### config.mk
export PLATFORM = sky130hd
export DESIGN_NAME = bus_arb_dec
export DESIGN_NICKNAME = d
export VERILOG_FILES = /design/src/rtl/bus_arb_dec.sv
export SDC_FILE = /design/constraint.sdc
export NUM_CORES = 1
export LEC_CHECK = 0
export BUFFER_PORTS_ARGS = -buffer_cell sky130_fd_sc_hd__buf_2
export CORE_AREA = 2 2 177 179
export CTS_CLUSTER_SIZE = 12
export DETAILED_ROUTE_END_ITERATION = 10
export DIE_AREA = 0 0 179 181
export PLACE_DENSITY = 0.61
export RECOVER_POWER = 100
export SYNTH_ARGS = -nofsm -noshare
export SYNTH_HDL_FRONTEND = slang
export SYNTH_SLANG_ARGS = --single-unit
### constraint.sdc
create_clock -name clk_i -period 2.7 [get_ports clk_i]
set_clock_uncertainty 0.05 [all_clocks]
set_input_delay 0.405 -clock clk_i [delete_from_list [all_inputs] [get_ports clk_i]]
set_output_delay 0.405 -clock clk_i [all_outputs]
set_load 0.005 [all_outputs]
### src/rtl/bus_arb_dec.sv
// Native-bus fabric: round-robin arbitration of NUM_MSTR masters onto one shared
// slave port, mask/base decode to NUM_SLV slaves, and response timeout with error reporting.
module bus_arb_dec #(
    parameter int                    NUM_MSTR    = 2,
    parameter int                    NUM_SLV     = 4,
    parameter logic [32*NUM_SLV-1:0] SLV_BASE    = {NUM_SLV{32'h0}},
    parameter logic [32*NUM_SLV-1:0] SLV_MASK    = {NUM_SLV{32'hFF00_0000}},
    parameter int                    TIMEOUT_CYC = 255,
    parameter logic [31:0]           ERR_DATA    = 32'hDEAD_BEEF
) (
    input  logic                     clk_i,
    input  logic                     rst_n_i,
    input  logic [NUM_MSTR-1:0]      mstr_valid_i,
    input  logic [32*NUM_MSTR-1:0]   mstr_addr_i,
    input  logic [32*NUM_MSTR-1:0]   mstr_wdata_i,
    input  logic [4*NUM_MSTR-1:0]    mstr_wstrb_i,
    output logic [32*NUM_MSTR-1:0]   mstr_rdata_o,
    output logic [NUM_MSTR-1:0]      mstr_ready_o,
    output logic [NUM_SLV-1:0]       slv_valid_o,
    output logic [31:0]              slv_addr_o,
    output logic [31:0]              slv_wdata_o,
    output logic [3:0]               slv_wstrb_o,
    input  logic [32*NUM_SLV-1:0]    slv_rdata_i,
    input  logic [NUM_SLV-1:0]       slv_ready_i,
    output logic                     err_o,
    output logic [31:0]              err_addr_o,
    output logic [7:0]               err_cnt_o
);

    localparam int MW = (NUM_MSTR > 1) ? $clog2(NUM_MSTR) : 1;
    localparam int SW = (NUM_SLV > 1) ? $clog2(NUM_SLV) : 1;
    localparam int TW = (TIMEOUT_CYC > 0) ? $clog2(TIMEOUT_CYC + 1) : 1;
    localparam logic [TW-1:0] TMO_LAST = TW'(TIMEOUT_CYC - 1);
    localparam logic [MW-1:0] PTR_RST  = MW'(NUM_MSTR - 1);

    typedef enum logic [1:0] {IDLE, ACCESS, RESP} state_t;

    state_t        state, state_nxt;
    logic [MW-1:0] last_grant;
    logic [MW-1:0] grant_idx;
    logic [MW-1:0] rr_cand;
    logic          grant_found;
    logic [SW-1:0] sel;
    logic [SW-1:0] hit_idx;
    logic          hit;
    logic [TW-1:0] tmo_cnt;
    logic          go_resp;
    logic          resp_err;
    logic [31:0]   resp_data;
    logic [MW-1:0] resp_mstr;
    logic [31:0]   g_addr;

    logic [31:0] m_addr  [NUM_MSTR];
    logic [31:0] m_wdata [NUM_MSTR];
    logic [3:0]  m_wstrb [NUM_MSTR];
    logic [31:0] rdata_q [NUM_MSTR];
    logic [31:0] s_rdata [NUM_SLV];

    function automatic logic [7:0] sat_inc8(input logic [7:0] v);
        return (v == 8'hFF) ? v : v + 8'd1;
    endfunction

    for (genvar g = 0; g < NUM_MSTR; g++) begin : g_mstr
        assign m_addr[g]  = mstr_addr_i[32*g +: 32];
        assign m_wdata[g] = mstr_wdata_i[32*g +: 32];
        assign m_wstrb[g] = mstr_wstrb_i[4*g +: 4];
        assign mstr_rdata_o[32*g +: 32] = rdata_q[g];
    end

    for (genvar g = 0; g < NUM_SLV; g++) begin : g_slv
        assign s_rdata[g] = slv_rdata_i[32*g +: 32];
    end

    // Round robin: walk from last_grant downwards in distance so the nearest
    // requester after last_grant overwrites the farther ones.
    always_comb begin
        grant_found = 1'b0;
        grant_idx   = '0;
        rr_cand     = '0;
        for (int i = NUM_MSTR; i >= 1; i--) begin
            rr_cand = MW'((int'(last_grant) + i) % NUM_MSTR);
            if (mstr_valid_i[rr_cand]) begin
                grant_found = 1'b1;
                grant_idx   = rr_cand;
            end
        end
    end

    assign g_addr = m_addr[grant_idx];

    // Descending scan so the lowest matching slave index wins on overlap.
    always_comb begin
        hit     = 1'b0;
        hit_idx = '0;
        for (int j = NUM_SLV - 1; j >= 0; j--) begin
            if ((g_addr & SLV_MASK[32*j +: 32]) == SLV_BASE[32*j +: 32]) begin
                hit     = 1'b1;
                hit_idx = SW'(j);
            end
        end
    end

    always_ff @(posedge clk_i or negedge rst_n_i) begin
        if (!rst_n_i) begin
            state <= IDLE;
        end else begin
            state <= state_nxt;
        end
    end

    always_comb begin
        state_nxt = state;
        go_resp   = 1'b0;
        resp_err  = 1'b0;
        resp_data = ERR_DATA;
        case (state)
            IDLE: begin
                if (grant_found) begin
                    if (hit) begin
                        state_nxt = ACCESS;
                    end else begin
                        state_nxt = RESP;
                        go_resp   = 1'b1;
                        resp_err  = 1'b1;
                    end
                end
            end
            ACCESS: begin
                if (slv_ready_i[sel]) begin
                    state_nxt = RESP;
                    go_resp   = 1'b1;
                    resp_data = s_rdata[sel];
                end else if (TIMEOUT_CYC != 0 && tmo_cnt == TMO_LAST) begin
                    state_nxt = RESP;
                    go_resp   = 1'b1;
                    resp_err  = 1'b1;
                end
            end
            RESP: begin
                state_nxt = IDLE;
            end
            default: begin
                state_nxt = IDLE;
            end
        endcase
    end

    // An unmapped request answers straight from IDLE, before last_grant is updated.
    assign resp_mstr = (state == IDLE) ? grant_idx : last_grant;

    always_comb begin
        slv_valid_o = '0;
        if (state == ACCESS) begin
            slv_valid_o[sel] = 1'b1;
        end
    end

    always_ff @(posedge clk_i or negedge rst_n_i) begin
        if (!rst_n_i) begin
            last_grant   <= PTR_RST;
            sel          <= '0;
            slv_addr_o   <= '0;
            slv_wdata_o  <= '0;
            slv_wstrb_o  <= '0;
            tmo_cnt      <= '0;
            mstr_ready_o <= '0;
            err_o        <= 1'b0;
            err_addr_o   <= '0;
            err_cnt_o    <= '0;
            for (int i = 0; i < NUM_MSTR; i++) begin
                rdata_q[i] <= '0;
            end
        end else begin
            mstr_ready_o <= '0;
            err_o        <= 1'b0;

            if (state == IDLE && grant_found) begin
                last_grant  <= grant_idx;
                sel         <= hit_idx;
                slv_addr_o  <= g_addr;
                slv_wdata_o <= m_wdata[grant_idx];
                slv_wstrb_o <= m_wstrb[grant_idx];
            end

            if (state == ACCESS) begin
                tmo_cnt <= tmo_cnt + TW'(1);
            end else begin
                tmo_cnt <= '0;
            end

            if (go_resp) begin
                mstr_ready_o[resp_mstr] <= 1'b1;
                rdata_q[resp_mstr]      <= resp_data;
                if (resp_err) begin
                    err_o      <= 1'b1;
                    err_addr_o <= (state == IDLE) ? g_addr : slv_addr_o;
                    err_cnt_o  <= sat_inc8(err_cnt_o);
                end
            end
        end
    end

endmodule
==> impl_metrics.py <==
metrics = {
    "worst_setup_path": {
        "path_max_fanout": 33,
        "startpoint_type": "flop",
        "cp-end-kind": "flop",
        "crit_required_ns": 2.96,
        "crit_path_cell_trace": "inv_1, ha_1, nand3_1, nor2_1, nand2_1, nand2_2, buf_4, mux2_2",
        "worst_ep_arrival_ns": 2.54,
        "path_class": "flop to flop",
        "critical-path-slowest-cell": "buf_4",
        "max_stage_delay_ns": 0.42,
    },
    "synthesis": {
        "synthesis.instances": 680,
        "synth.area.top_cells": "dfrtp_1 55%, mux2_2 9.0%, mux2i_1 8.0%",
        "post-synth-top-area-fraction": 0.547,
        "synth-seq-cells": 186,
        "synth_cell_types": 43,
        "synth.yosys.warnings": 0,
        "synth.avg_cell_area_um2": 12.5,
        "cell_type_contributing_the_most_total_cell_area_after_synthesis": "dfrtp_1",
        "synth_area_mm2": 0.00847,
        "yosysSeqAreaShare": 0.550,
    },
    "sta": {
        "slew_headroom": -0.118,
        "rsz0062_at_grt": "false",
        "timing.final.max_slew_violations": 62,
        "finalSetupViolations": 0,
        "layout_worst_path_cycle_share": 0.845,
        "achievable-frequency_ghz": 0.439,
        "fin_tns_setup_ns": 0,
        "worst_slew_pin_slew_ns": 1.68,
        "final-hold-violation-count": 0,
        "final_period_minus_worst_setup_slack_ns": 2.28,
    },
    "route": {
        "antenna_violating_nets_post_route": 0,
        "route.layer.met1.wl_um": 8840,
        "routed_via_count_divided_by_cell_count": 4.49,
        "maxUsedRoutingLayer": "met4",
        "route.detailed.drc": 0,
        "detailroute.via_count": 6431,
        "drtPass1Iterations": 4,
        "met3RoutedLength_um": 1950,
        "wirelength_um": 22100,
        "detailed_route_wirelength_on_metal2_um": 10900,
        "wire_per_inst_um": 15.4,
        "drt_iter0_drc": 250,
    },
    "floorplanning": {
        "fp.dieW_um": 179,
        "design.portCount": 451,
        "die_height_um": 181,
        "placementRows": 64,
        "design.die.area_mm2": 0.0324,
        "design.core.area_mm2": 0.0303,
        "initial_core_utilization": 0.279,
    },
    "global_route": {
        "grt_antenna_before_repair": 0,
        "first_global_vias": 6542,
        "grt_pass1_wl_um": 34300,
        "grt_start_max_net_pins": 89,
        "globalRouteOverflowTotal": 0,
        "globalRouteTotalUtil": 0.136,
    },
    "place": {
        "globalplace.congestion": 0.794,
        "port_buffers": 348,
        "detailed_place_hpwl_um": 16500,
        "placedInstanceArea_mm2": 0.0107,
    },
    "final_layout": {
        "layout-area-overhead-vs-synth_pct": 29.9,
        "layout-drive-gt1-share": 0.338,
        "design_area_mm2": 0.0110,
        "finish.net_count": 1299,
        "nFillCells": 3126,
    },
    "clock_network": {
        "tritoncts_clock_tree": "yes",
        "clock_tree.buffer_depth": 2,
        "clkSlewWorstSetupHoldPaths_ns": 0.06,
        "cts_setup_buffers": 0,
        "htree_levels": 4,
        "cts.hold.buffers_added": 1,
        "cts_inserted_buffers": 17,
        "cts-root-buf": "clkbuf_16",
        "postCtsResizedCells": 0,
        "tritoncts_num_sinks": 186,
        "worst_skew_pair.late_latency_ns": 0.43,
    },
    "power": {
        "irDropWorstVdd_uv": 301,
        "power-per-cell-area_mw_per_mm2": 768,
        "p_leak_nw": 4.63,
    },
    "flow_run": {
        "maxCapViolCount": 1,
    },
    "outcome": {
        "result_of_the_run": "finished, violations left",
        "failed_checks": "max-capacitance violations, max-slew violations",
    },
    "worst_hold_path": {
        "min-delay-path-class": "input pin to flop",
    },
}
==> cell families (layout without fill, tap and decap cells) <==
family / Yosys count / count (layout) / share of synthesized area
flip-flops: 186 / 186 / 0.550
multiplexers: 184 / 184 / 0.251
AND/OR/NAND/NOR: 147 / 147 / 0.0799
AO/OA/AOI/OAI: 108 / 108 / 0.0804
buffers and inverters: 45 / 397 / 0.0276
XOR/XNOR: 6 / 6 / 0.00620
adder cells (fa/ha/maj): 3 / 3 / 0.00443
other: 1 / 4 / 0.000443
==> cells in the final DEF, fill, tap and decap left out, types with 7 or more instances in the layout <==
master / synthesis / routed
a21oi_1: 45 / 45
a32o_1: 16 / 16
buf_2: 12 / 227
buf_4: 4 / 9
clkbuf_1: 16 / 121
clkbuf_16: 0 / 17
dfrtp_1: 185 / 185
mux2_1: 10 / 49
mux2_2: 68 / 67
mux2i_1: 68 / 68
nand2_1: 47 / 47
nand2b_1: 26 / 26
nand3_1: 7 / 7
nor2_1: 50 / 50
o21ai_0: 36 / 36
==> layout make-up <==
type / instances / area [um^2] / area share
Tap cell: 396 / 495 / 0.0450
Clock inverter: 11 / 173 / 0.0157
Sequential cell: 186 / 4660 / 0.423
Timing Repair Buffer: 364 / 1770 / 0.161
Clock buffer: 18 / 429 / 0.0390
Multi-Input combinational cell: 451 / 3460 / 0.314
Antenna cell: 1 / 2.50 / 0.000227
Inverter: 4 / 17.5 / 0.00159
==> state kept, by name, summed over array words and instances (netlist names) <==
signal        count
state             2
last_grant        1
slv_addr_o       32
err_addr_o       32
err_o             1
slv_wstrb_o       4
err_cnt_o         8
mstr_rdata_o     64
tmo_cnt           8
mstr_ready_o      2
slv_wdata_o      32
==> synthesized netlist by cell type, drive strengths merged <==
library cell / count
o211a: 1
nor4: 4
and3: 1
or2: 2
nor2: 51
conb: 1
dfstp: 1
a21oi: 45
or3: 3
a2bb2oi: 1
nand2: 48
mux2i: 68
buf: 25
o21ai: 38
mux2: 116
ha: 3
nand2b: 26
and2: 3
a21boi: 3
xor2: 5
o211ai: 1
xnor2: 1
clkbuf: 16
dfrtp: 185
a31oi: 1
nand4: 1
o31ai: 1
a32o: 16
o21a: 1
nand3: 8
inv: 4
==> stage by stage <==
step | worst slack, ns | instances | power [mW] | hold WS (ns) | util
finish | 0.420 | 1431 | 8.45 | 0.141 | 0.363
global route | 0.254 | 1430 | 9.00 | 0.141 | 0.363
CTS | 0.397 | 1430 | 8.74 | 0.107 | 0.373
detailed placement | 0.308 | 1400 | 6.06 | 0.391 | 0.352
global placement | 0.325 | 1400 | 6.00 | 0.394 | 0.352
floorplan | 0.723 | 682 | 4.93 | 0.0594 | -
==> critical path: cells and delay by family, from the launching register on <==
kind | cells | cell delay (ns)
simple gates | 4 | 0.66
buf+inv | 2 | 0.49
flops | 1 | 0.40
mux | 1 | 0.39
fa+ha+maj | 1 | 0.14
==> report_power, final <==
| part | internal, mW | switching [mW] |
|---|---|---|
| Clock | 1.54 | 1.08 |
| Combinational | 1.02 | 1.06 |
| Sequential | 3.37 | 0.376 |
| Total | 5.93 | 2.52 |
==> per-layer routing <==
metal  vias to the layer above  global-route usage
li1                       3071                   -
met1                      3089               0.154
met2                       246               0.239
met3                        25              0.0425
met4                         0              0.0455
met5                         -                   0
==> final timing paths <==
| path | start | endpoint | slack, ns | depth (start not counted) |
|---|---|---|---|---|
| max | tmo_cnt[0]$_DFF_PN0_ | err_addr_o[5]$_DFFE_PN0P_ | 0.42 | 8 |
| min | mstr_valid_i[0] | last_grant$_DFFE_PN1P_ | 0.14 | 2 |
| max reg2reg | tmo_cnt[0]$_DFF_PN0_ | err_addr_o[5]$_DFFE_PN0P_ | 0.42 | 8 |
| min reg2reg | err_addr_o[9]$_DFFE_PN0P_ | err_addr_o[9]$_DFFE_PN0P_ | 0.43 | 1 |
| max in group asynchronous | rst_n_i | last_grant$_DFFE_PN1P_ | 0.63 | 3 |
| min in group asynchronous | rst_n_i | err_addr_o[6]$_DFFE_PN0P_ | 0.90 | 2 |
Power figures use the tool's default switching activity.
